===== src/rtl/uart_num_parser_pkg.sv =====
// Shared constants, state and byte-class types for the UART decimal number parser.
package uart_num_parser_pkg;

  localparam logic [1:0] ERR_NONE    = 2'b00;
  localparam logic [1:0] ERR_LINE    = 2'b01;
  localparam logic [1:0] ERR_OVF     = 2'b10;
  localparam logic [1:0] ERR_ILLEGAL = 2'b11;

  localparam logic [7:0] ASCII_LF       = 8'h0A;
  localparam logic [7:0] ASCII_CR       = 8'h0D;
  localparam logic [7:0] ASCII_SP       = 8'h20;
  localparam logic [7:0] ASCII_0        = 8'h30;
  localparam logic [7:0] ASCII_9        = 8'h39;
  localparam logic [7:0] ASCII_PRINT_LO = 8'h21;
  localparam logic [7:0] ASCII_PRINT_HI = 8'h7E;

  typedef enum logic [1:0] {
    IDLE    = 2'b00,
    NUM     = 2'b01,
    DISCARD = 2'b10
  } state_t;

  typedef enum logic [1:0] {
    CLS_DIGIT   = 2'b00,
    CLS_TERM    = 2'b01,
    CLS_PRINT   = 2'b10,
    CLS_ILLEGAL = 2'b11
  } byte_class_t;

  function automatic byte_class_t classify(input logic [7:0] b);
    byte_class_t cls;
    if (b >= ASCII_0 && b <= ASCII_9) begin
      cls = CLS_DIGIT;
    end else if (b == ASCII_LF || b == ASCII_CR || b == ASCII_SP) begin
      cls = CLS_TERM;
    end else if (b >= ASCII_PRINT_LO && b <= ASCII_PRINT_HI) begin
      cls = CLS_PRINT;
    end else begin
      cls = CLS_ILLEGAL;
    end
    return cls;
  endfunction

endpackage


===== src/rtl/uart_num_parser_idle_timer.sv =====
// Idle timer: counts enabled cycles since the last clear and flags the final cycle of the window.
module idle_timer #(
  parameter int TIMEOUT_CYCLES = 115000
) (
  input  logic clk,
  input  logic rst,
  input  logic clear,
  input  logic enable,
  output logic expire
);

  localparam int CW = (TIMEOUT_CYCLES > 2) ? $clog2(TIMEOUT_CYCLES) : 1;
  localparam logic [CW-1:0] LAST = CW'(TIMEOUT_CYCLES - 1);

  logic [CW-1:0] count;

  // Count stops at LAST so it can never wrap while the parser is still busy.
  always_ff @(posedge clk) begin
    if (!rst) begin
      count <= '0;
    end else if (clear) begin
      count <= '0;
    end else if (enable && count != LAST) begin
      count <= count + CW'(1);
    end else begin
      count <= count;
    end
  end

  assign expire = enable && !clear && (count == LAST);

endmodule


===== src/rtl/uart_num_parser.sv =====
// Byte-level decimal number / command-character parser behind the UART receiver.
// Optional byte echo buffer enabled by defining NUM_PARSER_ECHO_EN.
module uart_num_parser
  import uart_num_parser_pkg::*;
#(
  parameter int VALUE_W        = 32,
  parameter int TIMEOUT_CYCLES = 115000
) (
`ifdef NUM_PARSER_ECHO_EN
  output logic [7:0]         echo_o,
  output logic               echo_valid_o,
  input  logic               echo_ready_i,
`endif
  input  logic               clk,
  input  logic               rst,
  input  logic               rx_valid_i,
  input  logic [7:0]         rx_data_i,
  input  logic               rx_parity_err_i,
  input  logic               rx_frame_err_i,
  output logic [VALUE_W-1:0] value_o,
  output logic               value_valid_o,
  output logic [7:0]         char_o,
  output logic               char_valid_o,
  output logic               err_o,
  output logic [1:0]         err_code_o,
  output logic               busy_o
);

  state_t             state;
  logic [VALUE_W-1:0] acc;
  byte_class_t        cls;
  logic               line_err;
  logic [VALUE_W-1:0] digit;
  logic [VALUE_W+3:0] acc_x10;
  logic               ovf;
  logic               busy;
  logic               expire;

  assign cls      = classify(rx_data_i);
  assign line_err = rx_parity_err_i | rx_frame_err_i;
  assign digit    = VALUE_W'(rx_data_i[3:0]);
  // Four guard bits hold any acc*10+9, so overflow is simply a non-zero top nibble.
  assign acc_x10  = ({4'd0, acc} << 3) + ({4'd0, acc} << 1) + {4'd0, digit};
  assign ovf      = |acc_x10[VALUE_W+3:VALUE_W];
  assign busy     = (state != IDLE);
  assign busy_o   = busy;

  idle_timer #(.TIMEOUT_CYCLES(TIMEOUT_CYCLES)) u_idle_timer (
    .clk    (clk),
    .rst    (rst),
    .clear  (rx_valid_i),
    .enable (busy),
    .expire (expire)
  );

  always_ff @(posedge clk) begin
    if (!rst) begin
      state         <= IDLE;
      acc           <= '0;
      value_o       <= '0;
      value_valid_o <= 1'b0;
      char_o        <= 8'h00;
      char_valid_o  <= 1'b0;
      err_o         <= 1'b0;
      err_code_o    <= ERR_NONE;
    end else begin
      value_valid_o <= 1'b0;
      char_valid_o  <= 1'b0;
      err_o         <= 1'b0;
      if (rx_valid_i && line_err) begin
        err_o      <= 1'b1;
        err_code_o <= ERR_LINE;
        acc        <= '0;
        state      <= IDLE;
      end else if (rx_valid_i) begin
        case (state)
          IDLE: begin
            case (cls)
              CLS_DIGIT:   begin acc <= digit; state <= NUM; end
              CLS_PRINT:   begin char_o <= rx_data_i; char_valid_o <= 1'b1; end
              CLS_ILLEGAL: begin err_o <= 1'b1; err_code_o <= ERR_ILLEGAL; end
              default:     state <= IDLE;
            endcase
          end
          NUM: begin
            case (cls)
              CLS_DIGIT: begin
                if (ovf) begin
                  err_o      <= 1'b1;
                  err_code_o <= ERR_OVF;
                  state      <= DISCARD;
                end else begin
                  acc <= acc_x10[VALUE_W-1:0];
                end
              end
              CLS_TERM: begin
                value_o       <= acc;
                value_valid_o <= 1'b1;
                state         <= IDLE;
              end
              CLS_PRINT: begin
                value_o       <= acc;
                value_valid_o <= 1'b1;
                char_o        <= rx_data_i;
                char_valid_o  <= 1'b1;
                state         <= IDLE;
              end
              default: begin
                err_o      <= 1'b1;
                err_code_o <= ERR_ILLEGAL;
                state      <= IDLE;
              end
            endcase
          end
          DISCARD: begin
            case (cls)
              CLS_DIGIT:   state <= DISCARD;
              CLS_PRINT:   begin char_o <= rx_data_i; char_valid_o <= 1'b1; state <= IDLE; end
              CLS_ILLEGAL: begin err_o <= 1'b1; err_code_o <= ERR_ILLEGAL; state <= IDLE; end
              default:     state <= IDLE;
            endcase
          end
          default: state <= IDLE;
        endcase
      end else if (expire) begin
        // An idle line ends a pending number; an overflowed one just goes quiet.
        if (state == NUM) begin
          value_o       <= acc;
          value_valid_o <= 1'b1;
        end
        state <= IDLE;
      end
    end
  end

`ifdef NUM_PARSER_ECHO_EN
  // One-entry echo buffer: a new byte is taken only when the slot is empty or draining.
  always_ff @(posedge clk) begin
    if (!rst) begin
      echo_o       <= 8'h00;
      echo_valid_o <= 1'b0;
    end else if (rx_valid_i && !line_err && (!echo_valid_o || echo_ready_i)) begin
      echo_o       <= rx_data_i;
      echo_valid_o <= 1'b1;
    end else if (echo_ready_i) begin
      echo_valid_o <= 1'b0;
    end else begin
      echo_valid_o <= echo_valid_o;
    end
  end
`endif

endmodule


===== config.mk =====
export PLATFORM = sky130hd
export DESIGN_NAME = uart_num_parser
export DESIGN_NICKNAME = d
export VERILOG_FILES = /design/src/rtl/uart_num_parser_pkg.sv /design/src/rtl/uart_num_parser_idle_timer.sv /design/src/rtl/uart_num_parser.sv
export SDC_FILE = /design/constraint.sdc
export NUM_CORES = 1
export LEC_CHECK = 0
export CAP_MARGIN = 30
export CORE_MARGIN = 3
export CORE_UTILIZATION = 63
export DETAILED_ROUTE_END_ITERATION = 12
export GPL_ROUTABILITY_DRIVEN = 0
export HOLD_SLACK_MARGIN = 0.03
export PLACE_DENSITY = 0.89
export SLEW_MARGIN = 20
export SYNTH_ARGS = -nofsm -noshare
export SYNTH_HDL_FRONTEND = slang
export SYNTH_HIERARCHICAL = 1
export SYNTH_SLANG_ARGS = --single-unit

===== constraint.sdc =====
create_clock -name clk -period 5.1 [get_ports clk]
set_input_delay 0.51 -clock clk [delete_from_list [all_inputs] [get_ports clk]]
set_output_delay 0.51 -clock clk [all_outputs]
set_load 0.02 [all_outputs]

==> results.md, run 1 <==
- Synth Area in XOR/XNOR: 4.87%
- CP arrival: 4.47 ns
- Slew HR: 50.4%
- Max_cap viols: 0
- Final ANT Viol Nets: 0
- Clk sink count: 96
- DR WL/cell: 17.7 um
- Static Leak: 3.02 nW
- Clock skew: 0.00762 ns
- Adder-Cell Fraction of Synth Area: 14.2%
- Top cells by area, synth: dfxtp_1, ha_1, nand2_1
- Syn Nets: 866
- Number of synthesized flops with an enable pin: 0
- Routed wire length: 17.0 mm
- Required time of the critical path: 5.41 ns
- Maximum vdd drop: 0.000225 V
- GRT Resource Usage Total: 29.3%
- Worst Max-Slew Pin Slew: 0.744 ns
- GR Overflow Total: 0
- Finished Core Util: 74.2%
- Post-route DRC violation count: 0
- Clock buffer depth: 2
- Starting Density: 66.3%
- CTS tree: done
- CP peak stage delay: 0.59 ns
- First-pass GRT wire length: 27.7 mm
- Die ar.: 11800 um2
- RSZ-0062 raised after global routing: no
- Synthesis-to-layout area growth: 11.8%
- Main combinational cell family by area after synthesis: simple AND/OR/NAND/NOR gates
- Drt first-iter violations: 498
- Die width: 109 um
- Fin crit share: 81.7%
- Post-detail-place hpwl: 12.6 mm
- Vias per cell: 6.34
- Port bufs: 58
- Pin count of the biggest net entering global routing: 46
- Min Clock Period, post-route: 4.16 ns
- Critical path launch point type: input pin
- Via Count: 6090
- Most common cell after layout, fill and taps aside: nand2_1
- Synthesized cell area: 6630 um2
- Vias in the first global route: 5797
- Clock slew at reported path FFs: 0.09 ns
- Root Buffer: clkbuf_8
- Fraction of registers with async set/reset: 0%
- Synth unique cells: 80
- Row cnt: 36
- Hold WS: 0.467 ns
- Kind of critical path: in2reg
- Hold Fails Final Rpt: 0
- Post-synth top area cell: dfxtp_1
- Hold_buf cts: 0
- Tot Pwr: 1.33 mW
- Synth Area in Compound Gates: 21.0%
- Setup TNS: 0 ns
- Worst-skew pair later-pin latency: 0.38 ns
- IO Pins: 59
- Commonest non-fill, non-tap cells in the layout: nand2_1, dfxtp_1, ha_1, clkdlybuf4s50_1, a21oi_1
- FF+latch count, synth: 96
- Critical path capture point type: flop
- Fmax: 240 MHz
- Worst path slowest cell: clkdlybuf4s50_1
- Hold crit path type: reg2reg
- Nets: 909
- Layout cells sized above 1: 7.62%
- Yosys warning count: 6
- Post-synthesis simple-gate area fraction: 21.7%
- Die Y: 109 um
- Syn avg cell area: 8.51 um2
- Resize count post-CTS: 0
- TritonCTS Buffers: 9
- Ratio of total power to cell area: 180 nW/um2
- Crit-path cells: clkdlybuf4s50_1 -> inv_1 -> fa_1 -> inv_1 -> ha_1 -> a211oi_1 -> o31ai_2 -> o2111ai_1 -> o211ai_2 -> mux2i_1 -> o211ai_2 -> o41a_2 -> nor2_8 -> mux2i_1
- Post-synthesis sequential area ratio: 29.0%
- Outcome: finished clean
- Top FF cell, synth: dfxtp_1
- CP delay by family, top: compound AO/OA/AOI/OAI gates
- Pre-antenna DRT Iters: 6
- Initial antenna violation count: 0
- Worst path bufs/invs: 3
- CTS HTree Levels: 3
- Cell count after synthesis: 779
- Synth top area share: 29.0%
- Mux contribution to synthesized area: 4.58%
- Core Region: 10000 um2
- Crit path max fanout: 17
- Final setup vio count: 0
- Max Slew Vio Count: 0
- Antenna cells: 0
- Setup Fix Bufs, Post-CTS: 0
==> worst min-delay path, cell delays in order (launching register included) <==
cell	delay, ns
dfxtp_1	0.32
nand2_1	0.05
a21boi_0	0.06
==> registers in the layout, indices dropped and copies added (netlist names) <==
signal              count
acc                    32
value_o                32
u_idle_timer/count     17
char_o                  8
err_code_o              2
state                   2
char_valid_o            1
err_o                   1
value_valid_o           1
==> synthesized netlist by cell type (12+ instances only) <==
cell type	number
nand2_1	133
dfxtp_1	96
a21o_1	13
xnor2_1	17
nor2b_1	12
o21ai_0	18
inv_1	24
nand4_1	19
nor2_1	42
a21boi_0	32
ha_1	72
nand3_1	24
mux2i_1	27
xor2_1	18
clkbuf_1	19
nor3_1	15
a21oi_1	49
==> through the flow <==
stage / instance area (um2) / std cells / setup WS [ns]
after CTS: 7410 / 959 / 0.995
after floorplan: 6630 / 779 / 1.45
after global routing: 7420 / 960 / 0.701
final: 7420 / 960 / 0.936
after global placement: 7210 / 943 / 0.692
after detailed placement: 7210 / 943 / 0.612
==> final timing paths <==
check                                         startpoint                       end  slack, ns  depth (start not counted)
worst min-delay path            value_o[30]$_SDFFE_PN0P_  value_o[30]$_SDFFE_PN0P_       0.47                          2
worst min register to register  value_o[30]$_SDFFE_PN0P_  value_o[30]$_SDFFE_PN0P_       0.47                          2
worst max-delay path                        rx_data_i[3]      acc[24]$_SDFFE_PP0P_       0.94                         14
worst max register to register       acc[0]$_SDFFE_PP0P_      acc[24]$_SDFFE_PP0P_       1.26                         13
==> layout make-up <==
| class | count | area, um2 |
|---|---|---|
| fillers | 722 | 2580 |
| clock buffers | 9 | 124 |
| flip-flops and latches | 96 | 1920 |
| well taps | 133 | 166 |
| inverters | 24 | 90.1 |
| multi-input cells | 625 | 4400 |
| clock inverters | 7 | 71.3 |
| repair buffers | 66 | 641 |
==> per-layer routing <==
| layer | global-route usage [%] | share of wire, % | vias up | routed length, um |
|---|---|---|---|---|
| met5 | 0 | 0 | - | 0 |
| met4 | 8.84 | 2.5 | 0 | 426 |
| met3 | 5.67 | 7.0 | 56 | 1190 |
| met2 | 51.2 | 50 | 287 | 8480 |
| met1 | 36.4 | 41 | 2849 | 6900 |
| li1 | - | - | 2898 | - |
==> logic make-up (layout without fill, tap and decap cells) <==
kind of cell | count (synthesis) | count (layout)
muxes | 30 | 30
adders and majority gates | 74 | 74
AOI/OAI and AO/OA | 193 | 193
xor gates and xnor gates | 36 | 36
and+or+nand+nor | 292 | 292
DFF | 96 | 96
buffers and inverters | 58 | 106
==> power breakdown <==
group	switching, mW	internal [mW]
logic	0.0445	0.0326
clock network	0.274	0.227
registers	0.00184	0.752
total	0.320	1.01
No activity file was read; power rests on OpenSTA's default activity.
==> run 2: changes to the inputs <==
- CORE_UTILIZATION: 63 -> 59
- PLACE_DENSITY: 0.89 -> 0.84
- clock period: 5.1 -> 4.3 ns (I/O delays scaled with it)
==> results.md, run 2 (synthesis gave the netlist of run 1 again) <==
- Setup Fix Bufs, Post-CTS: 0 (unchanged)
- Hold Fails Final Rpt: 0 (unchanged)
- RSZ-0062 raised after global routing: no
- Hold WS: 0.470 ns (+0.00289 ns)
- Pre-CTS setup slack: -0.0117 ns (-0.624 ns)
- Nets: 914 (+0.55%)
- Starting Density: 60.9% (-5.4 points)
- Crit path max fanout: 17 (unchanged)
- Commonest non-fill, non-tap cells in the layout: nand2_1, dfxtp_1, ha_1, clkdlybuf4s50_1, a21oi_1
- Most common cell after layout, fill and taps aside: nand2_1
- Worst setup path start: rx_data_i[3]
- Vias in the first global route: 5708 (-1.5%)
- Kind of critical path: in2reg
- Maximum vdd drop: 0.000209 V (-7.3%)
- Worst Max-Slew Pin Slew: 0.700 ns (-0.0439 ns)
- Clk sink count: 96 (unchanged)
- Layout cells sized above 1: 8.05% (+0.43 points)
- IO Pins: 59 (unchanged)
- Hold crit path type: reg2reg
- Min Clock Period, post-route: 4.00 ns
- Hold_buf cts: 0 (unchanged)
- Static Leak: 3.03 nW (+0.45%)
- Global route hottest layer: met2
- Clock buffer depth: 2 (unchanged)
- Max Slew Vio Count: 0 (unchanged)
- Fmax: 250 MHz
- Required time of the critical path: 4.58 ns (-0.83 ns)
- Root Buffer: clkbuf_8
- Clock skew: 0.00577 ns (-0.00185 ns)
- Outcome: finished clean
- Slew HR: 53.3% (+2.9 points)
- Min-Delay Path Depth: 2 (unchanged)
- Clk pwr share: 36.0% (-1.6 points)
- First-pass GRT wire length: 27.5 mm (-0.72%)
- CP arrival: 4.29 ns (-0.18 ns)
- Synthesis-to-layout area growth: 12.3%
- Internal: 1.18 mW (+16%)
- Worst-skew pair later-pin latency: 0.37 ns (about the same)
- DR WL/cell: 17.0 um (-4.2%)
- Die width: 112 um (+3.1%)
- FF/Latch Area: 1920 um2 (unchanged)
- Final setup vio count: 0 (unchanged)
- Die ar.: 12500 um2 (+6.4%)
- Via Count: 6000 (-1.5%)
- Critical path capture point type: flop
- TritonCTS Buffers: 9 (unchanged)
- Sequential share of power: 57.8% (+1.2 points)
- GR Util met3: 4.37% (-1.3 points)
- Fin crit share: 93.1%
- Drt first-iter violations: 509 (+2.2%)
- Critical path launch point type: input pin
- Post-detail-place hpwl: 12.4 mm (-1.3%)
- Reg2reg start: acc[0]$_SDFFE_PP0P_
- Port bufs: 58 (unchanged)
- Post-route DRC violation count: 0 (unchanged)
- Max_cap viols: 0 (unchanged)
- R2R Setup Slk: 0.42 ns (-0.84 ns)
- GR Overflow Total: 0 (unchanged)
- Pin count of the biggest net entering global routing: 46 (unchanged)
- FF-to-FF path depth: 13 (unchanged)
- Core Region: 10900 um2 (+8.9%)
- Row cnt: 38 (+5.6%)
- Resize count post-CTS: 0 (unchanged)
- CTS HTree Levels: 3 (unchanged)
- Die Y: 112 um (+3.1%)
- Initial antenna violation count: 0 (unchanged)
- Worst hold start: value_o[23]$_SDFFE_PN0P_
- Fill count: 880 (+22%)
- Clock slew at reported path FFs: 0.09 ns (about the same)
- GR Util met2: 43.8% (-7.4 points)
- GRT Resource Usage Total: 26.1% (-3.2 points)
- Comb pwr share: 6.2% (+0.4 points)
- Pre-antenna DRT Iters: 5 (-1)
- Ratio of total power to cell area: 208 nW/um2 (+16%)
- Switching Fraction: 24.0% (-0.035 points)
- Antenna cells: 0 (unchanged)
- Routed wire length: 16.5 mm (-3.0%)
- Biggest regs: acc x32, value_o x32, u_idle_timer/count x17
- Final WS setup: 0.298 ns (-0.638 ns)
- Multi-input gate area: 4400 um2 (unchanged)
- Met1 usage: 34.4% (-2.0 points)
- CTS tree: done
- NetSw: 0.371 mW (+16%)
- Final ANT Viol Nets: 0 (unchanged)
- Vias per cell: 6.17 (-2.7%)
-- run 2: cell types whose count changed in the layout (fill, tap and decap cells not counted), sizes merged --
cell,change
clkinvlp,+1
clkinv,-3
bufinv,-1
clkbuf,+3
buf,+5
-- run 2: worst max-delay path, cell delays in order --
cell             delay [ns]
clkdlybuf4s50_1        0.48
inv_1                  0.08
fa_1                   0.53
inv_1                  0.07
ha_1                   0.30
a211oi_1               0.08
o31ai_2                0.44
o2111ai_1              0.22
o211ai_2               0.16
mux2i_1                0.26
o211ai_2               0.20
o41a_2                 0.48
nor2_8                 0.28
mux2i_1                0.27
-- run 2: final cells by class --
type                       instances  area share (%)
multi-input combinational        625            59.1
clock buffer                      12            2.08
sequential                        96            25.8
timing repair buffer              71            9.10
tap                              140            2.35
clock inverter                     4           0.353
inverter                          24            1.21
-- run 2: through the flow --
step                      area [um2]  instances  power (mW)  setup TNS (ns)  utilization, %
after detailed placement        7270        956        1.01         -0.0117            66.7
after global routing            7450        972        1.60               0            68.4
after global placement          7270        956        1.00               0            66.7
after CTS                       7450        972        1.55               0            68.4
final                           7450        972        1.55               0            68.4
after floorplan                 6630        779       0.969               0               -
-- run 2: final timing paths --
kind,endpoint
worst max-delay path,acc[8]$_SDFFE_PP0P_
worst min-delay path,value_o[23]$_SDFFE_PN0P_
worst max register to register,acc[8]$_SDFFE_PP0P_
worst min register to register,value_o[23]$_SDFFE_PN0P_
-- run 2: power by group through the flow --
stage / Clock [mW] / Sequential [mW] / Combinational, mW
after floorplan: 0 / 0.920 / 0.0493
after global placement: 0 / 0.915 / 0.0892
after detailed placement: 0 / 0.915 / 0.0924
after CTS: 0.564 / 0.895 / 0.0937
after global routing: 0.600 / 0.895 / 0.103
final: 0.556 / 0.895 / 0.0957
-- run 2: routing by layer --
layer / wire, um / up-vias
li1: - / 2912
met1: 7070 / 2785
met2: 7910 / 252
met3: 1070 / 51
met4: 431 / 0
met5: 0 / -
